==> config.mk <==
export PLATFORM = sky130hd
export DESIGN_NAME = segseq_ctl
export DESIGN_NICKNAME = d
export VERILOG_FILES = /design/src/rtl/segseq_ctl.sv
export SDC_FILE = /design/constraint.sdc
export NUM_CORES = 1
export LEC_CHECK = 0
export ABC_AREA = 0
export CORE_MARGIN = 10
export CORE_UTILIZATION = 39
export CTS_CLUSTER_DIAMETER = 60
export DETAILED_ROUTE_END_ITERATION = 8
export GPL_TIMING_DRIVEN = 1
export PLACE_DENSITY = 0.7
export SYNTH_ARGS = -nofsm -noshare
export SYNTH_HDL_FRONTEND = slang
export SYNTH_SLANG_ARGS = --single-unit
==> constraint.sdc <==
create_clock -name clock -period 2.8 [get_ports clock]
set_input_delay 0.42 -clock clock [delete_from_list [all_inputs] [get_ports clock]]
set_output_delay 0.42 -clock clock [all_outputs]
set_load 0.02 [all_outputs]
==> src/rtl/segseq_ctl.sv <==
// rtl/segseq_ctl.sv - expands a block command into per-word segment ops and buffers read returns
module segseq_ctl #(
  parameter int AW = 4,
  parameter int DW = 8,
  parameter int LW = 5
) (
  input  logic          clock,
  input  logic          reset,
  input  logic          cmd_valid,
  output logic          cmd_ready,
  input  logic [AW-1:0] cmd_base,
  input  logic [LW-1:0] cmd_len,
  input  logic          cmd_write,
  input  logic [DW-1:0] wdata,
  input  logic          wdata_valid,
  output logic          wdata_ready,
  output logic [AW-1:0] seg_addr,
  output logic [DW-1:0] seg_dataW,
  output logic          seg_write,
  output logic          seg_valid,
  input  logic          seg_ready,
  input  logic [DW-1:0] seg_dataR,
  input  logic          seg_dataR_valid,
  output logic [DW-1:0] rdata,
  output logic          rdata_valid,
  input  logic          rdata_ready,
  output logic          done
);

  typedef enum logic [1:0] {
    IDLE  = 2'd0,
    ISSUE = 2'd1,
    DRAIN = 2'd2
  } state_t;

  state_t        state;
  state_t        state_nxt;

  // Command context: current address, ops still to issue, block direction.
  logic [AW-1:0] addr_q;
  logic [LW-1:0] remain_q;
  logic          mode_wr_q;

  // Reads issued to the segment whose data has not yet come back.
  logic [1:0]    outst_q;
  logic [1:0]    outst_nxt;

  // Two-entry read return FIFO.
  logic [DW-1:0] buf_mem [2];
  logic          buf_wp;
  logic          buf_rp;
  logic [1:0]    buf_cnt;
  logic [1:0]    buf_cnt_nxt;

  logic          done_q;
  logic          done_set;

  logic          cmd_fire;
  logic          op_fire;
  logic          last_fire;
  logic          rd_fire;
  logic          ret_ok;
  logic          push;
  logic          pop;
  logic [2:0]    inflight;
  logic          rd_room;

  assign cmd_fire  = cmd_valid & cmd_ready;
  assign op_fire   = seg_valid & seg_ready;
  assign last_fire = op_fire & (remain_q == LW'(1));
  assign rd_fire   = op_fire & ~mode_wr_q;

  // A return with nothing outstanding is a protocol error; drop it entirely.
  assign ret_ok    = seg_dataR_valid & (outst_q != 2'd0);
  assign push      = ret_ok;
  assign pop       = rdata_valid & rdata_ready;

  // Issuing only while in-flight plus buffered words is below two guarantees
  // every returning word has a buffer slot, so push never meets a full FIFO.
  assign inflight  = {1'b0, outst_q} + {1'b0, buf_cnt};
  assign rd_room   = (inflight < 3'd2);

  assign buf_cnt_nxt = buf_cnt + {1'b0, push} - {1'b0, pop};

  // Outstanding count: read issue adds one, accepted return removes one.
  always_comb begin
    outst_nxt = outst_q;
    if (rd_fire && !ret_ok) begin
      outst_nxt = outst_q + 2'd1;
    end else if (!rd_fire && ret_ok) begin
      outst_nxt = outst_q - 2'd1;
    end
  end

  // State register.
  always_ff @(posedge clock or negedge reset) begin
    if (!reset) begin
      state <= IDLE;
    end else begin
      state <= state_nxt;
    end
  end

  // Next-state logic; also decides when the completion pulse is due.
  always_comb begin
    state_nxt = state;
    done_set  = 1'b0;
    case (state)
      IDLE: begin
        if (cmd_fire) begin
          if (cmd_len == '0) begin
            done_set = 1'b1;
          end else begin
            state_nxt = ISSUE;
          end
        end
      end
      ISSUE: begin
        if (last_fire) begin
          if (mode_wr_q) begin
            state_nxt = IDLE;
            done_set  = 1'b1;
          end else begin
            state_nxt = DRAIN;
          end
        end
      end
      DRAIN: begin
        // Look at next-cycle occupancy so done follows the final pop by one cycle.
        if (outst_nxt == 2'd0 && buf_cnt_nxt == 2'd0) begin
          state_nxt = IDLE;
          done_set  = 1'b1;
        end
      end
      default: begin
        state_nxt = IDLE;
      end
    endcase
  end

  // Output decode: write data passes straight through, reads are throttled by buffer room.
  always_comb begin
    cmd_ready   = (state == IDLE);
    seg_addr    = addr_q;
    seg_write   = 1'b0;
    seg_dataW   = '0;
    seg_valid   = 1'b0;
    wdata_ready = 1'b0;
    if (state == ISSUE) begin
      if (mode_wr_q) begin
        seg_write   = 1'b1;
        seg_dataW   = wdata;
        seg_valid   = wdata_valid;
        wdata_ready = seg_ready;
      end else begin
        seg_valid   = rd_room;
      end
    end
    rdata       = buf_mem[buf_rp];
    rdata_valid = (buf_cnt != 2'd0);
    done        = done_q;
  end

  // Command context registers and the registered completion pulse.
  always_ff @(posedge clock or negedge reset) begin
    if (!reset) begin
      addr_q    <= '0;
      remain_q  <= '0;
      mode_wr_q <= 1'b0;
      done_q    <= 1'b0;
    end else begin
      done_q <= done_set;
      if (cmd_fire && (cmd_len != '0)) begin
        addr_q    <= cmd_base;
        remain_q  <= cmd_len;
        mode_wr_q <= cmd_write;
      end else if (op_fire) begin
        addr_q   <= addr_q + AW'(1);
        remain_q <= remain_q - LW'(1);
      end
    end
  end

  // Outstanding counter and FIFO pointers; reset discards any buffered words.
  always_ff @(posedge clock or negedge reset) begin
    if (!reset) begin
      outst_q <= 2'd0;
      buf_wp  <= 1'b0;
      buf_rp  <= 1'b0;
      buf_cnt <= 2'd0;
    end else begin
      outst_q <= outst_nxt;
      buf_cnt <= buf_cnt_nxt;
      if (push) begin
        buf_wp <= ~buf_wp;
      end
      if (pop) begin
        buf_rp <= ~buf_rp;
      end
    end
  end

  // FIFO storage; contents are don't-care while the count says empty.
  always_ff @(posedge clock) begin
    if (push) begin
      buf_mem[buf_wp] <= seg_dataR;
    end
  end

endmodule

[Word-level counts from Yosys, hierarchy flattened]
Memory sizes are Yosys's and may differ from the RTL's.
Index checks and enable logic that the tools add are counted.
Operators by class
  $add $sub $neg: 7
  multipliers: 0
  div/mod/pow operators: 0
  magnitude comparators: 1
  equality and inequality tests: 7
  shifts and indexed selects: 0
  multiplexer cells: 27
  bitwise operators: 9
  reduce and logical (&&, ||, !) cells: 15
Operators by type and width (count)
  8-bit 2-to-1 mux: 2
  2-bit 2-to-1 mux: 7
  1-bit 2-to-1 mux: 12
  5-bit 2-to-1 mux: 2
  4-bit 2-to-1 mux: 2
  1-bit AND: 6
  2-bit logical NOT: 3
  2-bit != test (second input constant): 3
  2-bit case mux with 3 select lines: 1
  2-bit nonzero test: 3
  5-bit by 1-bit equality test with 1-bit output (second input constant): 1
  5-bit logical NOT: 1
  5-bit nonzero test: 1
  5-bit by 1-bit subtractor with 5-bit output (second input constant): 1
  4-bit by 1-bit adder with 4-bit output (second input constant): 1
  1-bit logical AND: 4
  4-bit AND reduction: 1
  2-bit by 2-bit adder with 3-bit output: 1
  3-bit by 2-bit < comparator with 1-bit output (second input constant): 1
  1-bit inverter: 3
  1-bit case mux with 3 select lines: 1
  2-bit by 1-bit adder with 2-bit output: 1
  2-bit by 1-bit adder with 2-bit output (second input constant): 1
  2-bit by 1-bit equality test with 1-bit output (second input constant): 1
  5 further kinds: 6
Storage, ports and cells
  register bits after elaboration: 19
  latch bits: 0
  RAM bits: 16
  ROM bits: 0
  output and inout bits: 26
  logic and storage cells: 76
  memories: 1
Memories
  buf_mem: words 2, bits a word 8, read ports 1, clocked after Yosys merged registers in 0, write ports 1, line 49  | logic [DW-1:0] buf_mem [2];

[Logic depth before layout (Yosys ltp)]
Gate-level depths: netlist of run 1.
  depth in word-level cells: 14
  depth in mapped cells: 11
  mapped depth without buffers: 11

[Worst setup path after synthesis of run 1]
Ideal clock, no wire load.
  kind: register -> register
  from: register outst_q[0]
  to: register state[1]
  arrival time: 2.238 ns
  slack: 0.440 ns
  stages on the path, launching flop included: 8
  buffers on the path: 0
  clock period less this slack: 2.360 ns
  cell sequence: dfrtp_1 and2_1 fa_1 nor2_1 and3_1 or4_1 a311o_1 a32o_1
Between the ends
  word-level cells in the longest chain between the ends: 14
  elaborated cells on any way between the ends: 25
RTL lines
  start, declared: line 45  | logic [1:0] outst_q;
  start signal, assigned: line 192  | outst_q <= outst_nxt;
  2-bit by 2-bit adder with 3-bit output: line 80  | assign inflight = {1'b0, outst_q} + {1'b0, buf_cnt};
  3-bit by 2-bit < comparator with 1-bit output: line 81  | assign rd_room = (inflight < 3'd2);
  1-bit 2-to-1 mux: line 150  | if (mode_wr_q) begin
  1-bit 2-to-1 mux: line 149  | if (state == ISSUE) begin
  1-bit AND: line 69  | assign op_fire = seg_valid & seg_ready;
  1-bit AND: line 71  | assign rd_fire = op_fire & ~mode_wr_q;
  1-bit logical NOT: line 90  | end else if (!rd_fire && ret_ok) begin
  1-bit logical AND: line 90
  2-bit 2-to-1 mux: line 90
  2-bit 2-to-1 mux: line 88  | if (rd_fire && !ret_ok) begin
  2-bit logical NOT: line 130  | if (outst_nxt == 2'd0 && buf_cnt_nxt == 2'd0) begin
  1-bit logical AND: line 130
  2-bit != test (no line)
  4-bit AND reduction (no line) *
  end signal, assigned: line 100  | state <= state_nxt;
  end, declared: line 36  | state_t state;
Every way passes the cells marked *; elsewhere a longest branch is shown, timed or not.
A chain may end at the register's enable or synchronous reset.

[Worst setup path after layout of run 1]
Ends and elaborated chain as after synthesis.

==> results of run 1 <==
[Yosys cell counts, types with 2 or more instances]
master	n	area, um2
or4_1	2	15.01
xnor2_1	5	43.79
o211ai_1	4	30.03
and2_1	3	18.77
nor3_1	3	15.01
nand2_1	8	30.03
nor2_1	11	41.29
clkbuf_1	3	11.26
inv_1	11	41.29
and3_1	11	68.82
edfxtp_1	16	480.5
nand3_1	3	15.01
ha_1	6	75.07
nor3b_1	2	15.01
nor2b_1	2	12.51
dfrtp_1	19	475.5
nand4_1	2	12.51
a32o_1	2	20.02
o21ai_0	5	25.02
mux2_2	9	101.4
xor2_1	3	26.28
a21oi_1	3	15.01
[worst max-delay path: stages, from the launching register on]
cell	delay (ns)
dfrtp_1	0.43
and2_1	0.17
fa_1	0.52
nor2_1	0.09
and3_1	0.21
or4_1	0.47
a311o_1	0.29
a32o_1	0.21
[registers in the layout, indices dropped and copies added, names as in the netlist]
name and count:
buf_cnt 2, buf_mem 16, buf_rp 1, buf_wp 1, done 1, mode_wr_q 1, outst_q 2, remain_q 5
seg_addr 4, state 2
[logic make-up after synthesis]
family	after synthesis	share of synthesized area
AND/OR/NAND/NOR	53	0.1723
flip-flops	35	0.5395
AO/OA/AOI/OAI	26	0.1052
buffers and inverters	15	0.03248
multiplexers	9	0.05720
XOR/XNOR	8	0.03955
adder cells (fa/ha/maj)	7	0.05367
[final timing paths]
path | start | endpoint | slack [ns] | cells past startpoint
hold / removal | remain_q[4] | remain_q[4] | 0.52 | 1
min in group asynchronous | reset | mode_wr_q | 0.64 | 1
setup reg to reg | outst_q[0] | state[1] | 0.28 | 7
max in group asynchronous | reset | buf_rp | 1.61 | 1
hold reg to reg | remain_q[4] | remain_q[4] | 0.52 | 1
setup / recovery | outst_q[0] | state[1] | 0.28 | 7
[power by group through the flow]
stage	clock, mW	combinational, mW	sequential [mW]
4_1_cts	0.451	1.39	0.908
2_1_floorplan	0	0.858	0.876
3_5_place_dp	0	1.37	0.915
5_1_grt	0.467	1.51	0.941
3_3_place_gp	0	1.33	0.894
6_report	0.438	1.36	0.906
[final cells by class]
type / instances / area (um2)
Fill cell: 356 / 1846
Sequential cell: 35 / 955.9
Multi-Input combinational cell: 103 / 763.2
Timing Repair Buffer: 61 / 605.6
Clock buffer: 5 / 68.82
Tap cell: 52 / 65.06
Inverter: 11 / 41.29
Clock inverter: 3 / 38.79
[layer usage]
| layer | part of all wire | track usage | vias up | wire length (um) |
|---|---|---|---|---|
| met2 | 0.44 | 0.1858 | 59 | 1937 |
| met3 | 0.14 | 0.07678 | 2 | 608 |
| met5 | 0 | 0 | - | 0 |
| met1 | 0.42 | 0.1334 | 656 | 1820 |
| li1 | - | - | 680 | - |
| met4 | 0.0032 | 0.02609 | 0 | 14 |
[per-stage QoR]
stage          hold slack, ns  cell area (um2)
2_1_floorplan          0.1244             1772
3_5_place_dp           0.4956             2424
5_1_grt                0.5325             2539
4_1_cts                0.5111             2536
3_3_place_gp           0.4664             2424
6_report               0.5214             2539
==> results.json, run 1 <==
{
  "postLayoutSetupSlackWorst_ns": 0.2829,
  "cts_buffer_depth": 2,
  "finalHoldViolCount": 0,
  "cts_hold_buf": 0,
  "via_per_inst": 5.174,
  "maxSlewHeadroom": 0.4025,
  "tightest_slew_ns": 0.8935,
  "syn_to_final_growth_pct": 43.29,
  "pwr-share-comb": 0.504,
  "layout_common_cells": "clkdlybuf4s50_1 (57), dfrtp_1 (19), edfxtp_1 (16)",
  "first_pass_iters": 4,
  "grt_pass1_vias": 1516,
  "layout-drive-gt1-share": 0.1193,
  "drcViolationCount": 0,
  "synth-edff-count": 16,
  "synth-main-ff-cell": "dfrtp_1",
  "period_share": 0.8990,
  "ys_types": 42,
  "p_switching_mw": 1.041,
  "rsz0062_at_grt": "no",
  "crit_path_end_kind": "flop",
  "p_int_mw": 1.667,
  "first_iter_violations": 43,
  "avgSynthCellArea_um2": 11.58,
  "worst_setup_hold_path_clk_slew_ns": 0.07,
  "root_buffer": "clkbuf_8",
  "slew_violations": 0,
  "place_ws_ns": 0.2194,
  "finalNetCount": 257,
  "port-buffer-count": 58,
  "die_h_um": 87.40,
  "power_density_nw_per_um2": 1067,
  "antenna_found_initial": 0,
  "startpoint_type": "flop",
  "worstPathArrival_ns": 2.69,
  "period_needed_ns": 2.517,
  "yosysWarnings": 0,
  "grt_max_degree": 20,
  "syn_inst": 153,
  "die_area_um2": 7639,
  "clock_latency_ns": 0.28,
  "syn_nets": 193,
  "grt_usage": 0.1191,
  "layout.cells.non_filler": 270,
  "dp_cells": 262,
  "maxCapViolCount": 0,
  "tritoncts": "built",
  "die_w_um": 87.40,
  "fin_util": 0.5791,
  "clkPwrFrac": 0.162,
  "core.rowCount": 24,
  "ant_nets": 0,
  "async_flop_share": 0.5429,
  "grt_pass1_wl_um": 7300,
  "tns_ns": 0,
  "path_max_fanout": 6,
  "wl_per_cell_um": 16.23,
  "cts_resized": 1,
  "start_util": 0.4041,
  "routed_wl_um": 4381,
  "power_mw": 2.708,
  "synth_area_um2": 1772,
  "finalSetupViolations": 0,
  "swShare": 0.3845,
  "hp-class": "reg2reg",
  "diodes": 0,
  "pwr-share-seq": 0.335,
  "vias": 1397,
  "postCtsSetupBuffers": 0,
  "path_class": "reg2reg",
  "cts_sinks": 35,
  "hpwl_um": 3416,
  "cts_buffers": 5,
  "ios": 59,
  "cts_max_level": 2,
  "layout_commonest_cell": "clkdlybuf4s50_1",
  "finClkSkew_ns": 0.006197,
  "synth-seq-cells": 35,
  "cp.required_ns": 2.97,
  "gp_congestion": 0.7964,
  "overflow": 0,
  "fmaxAchievable_mhz": 397.3,
  "core_um2": 4384,
  "ir_worst_vdd_uv": 595.4,
  "synth_seq_area_share": 0.5395,
  "total_leakage_power_nw": 1.049,
  "status": "complete, no violations"
}
Note: power is estimated with default switching activity, not from simulation.
==> run 2, diff against run 1 <==
--- a/config.mk
+++ b/config.mk
@@ -12,6 +12,7 @@
 export DETAILED_ROUTE_END_ITERATION = 8
 export GPL_TIMING_DRIVEN = 1
 export PLACE_DENSITY = 0.7
+export SETUP_SLACK_MARGIN = 0.02
 export SYNTH_ARGS = -nofsm -noshare
 export SYNTH_HDL_FRONTEND = slang
 export SYNTH_SLANG_ARGS = --single-unit
==> results of run 2 <==
Final layout, timing and power as in run 1 (identical DEF).
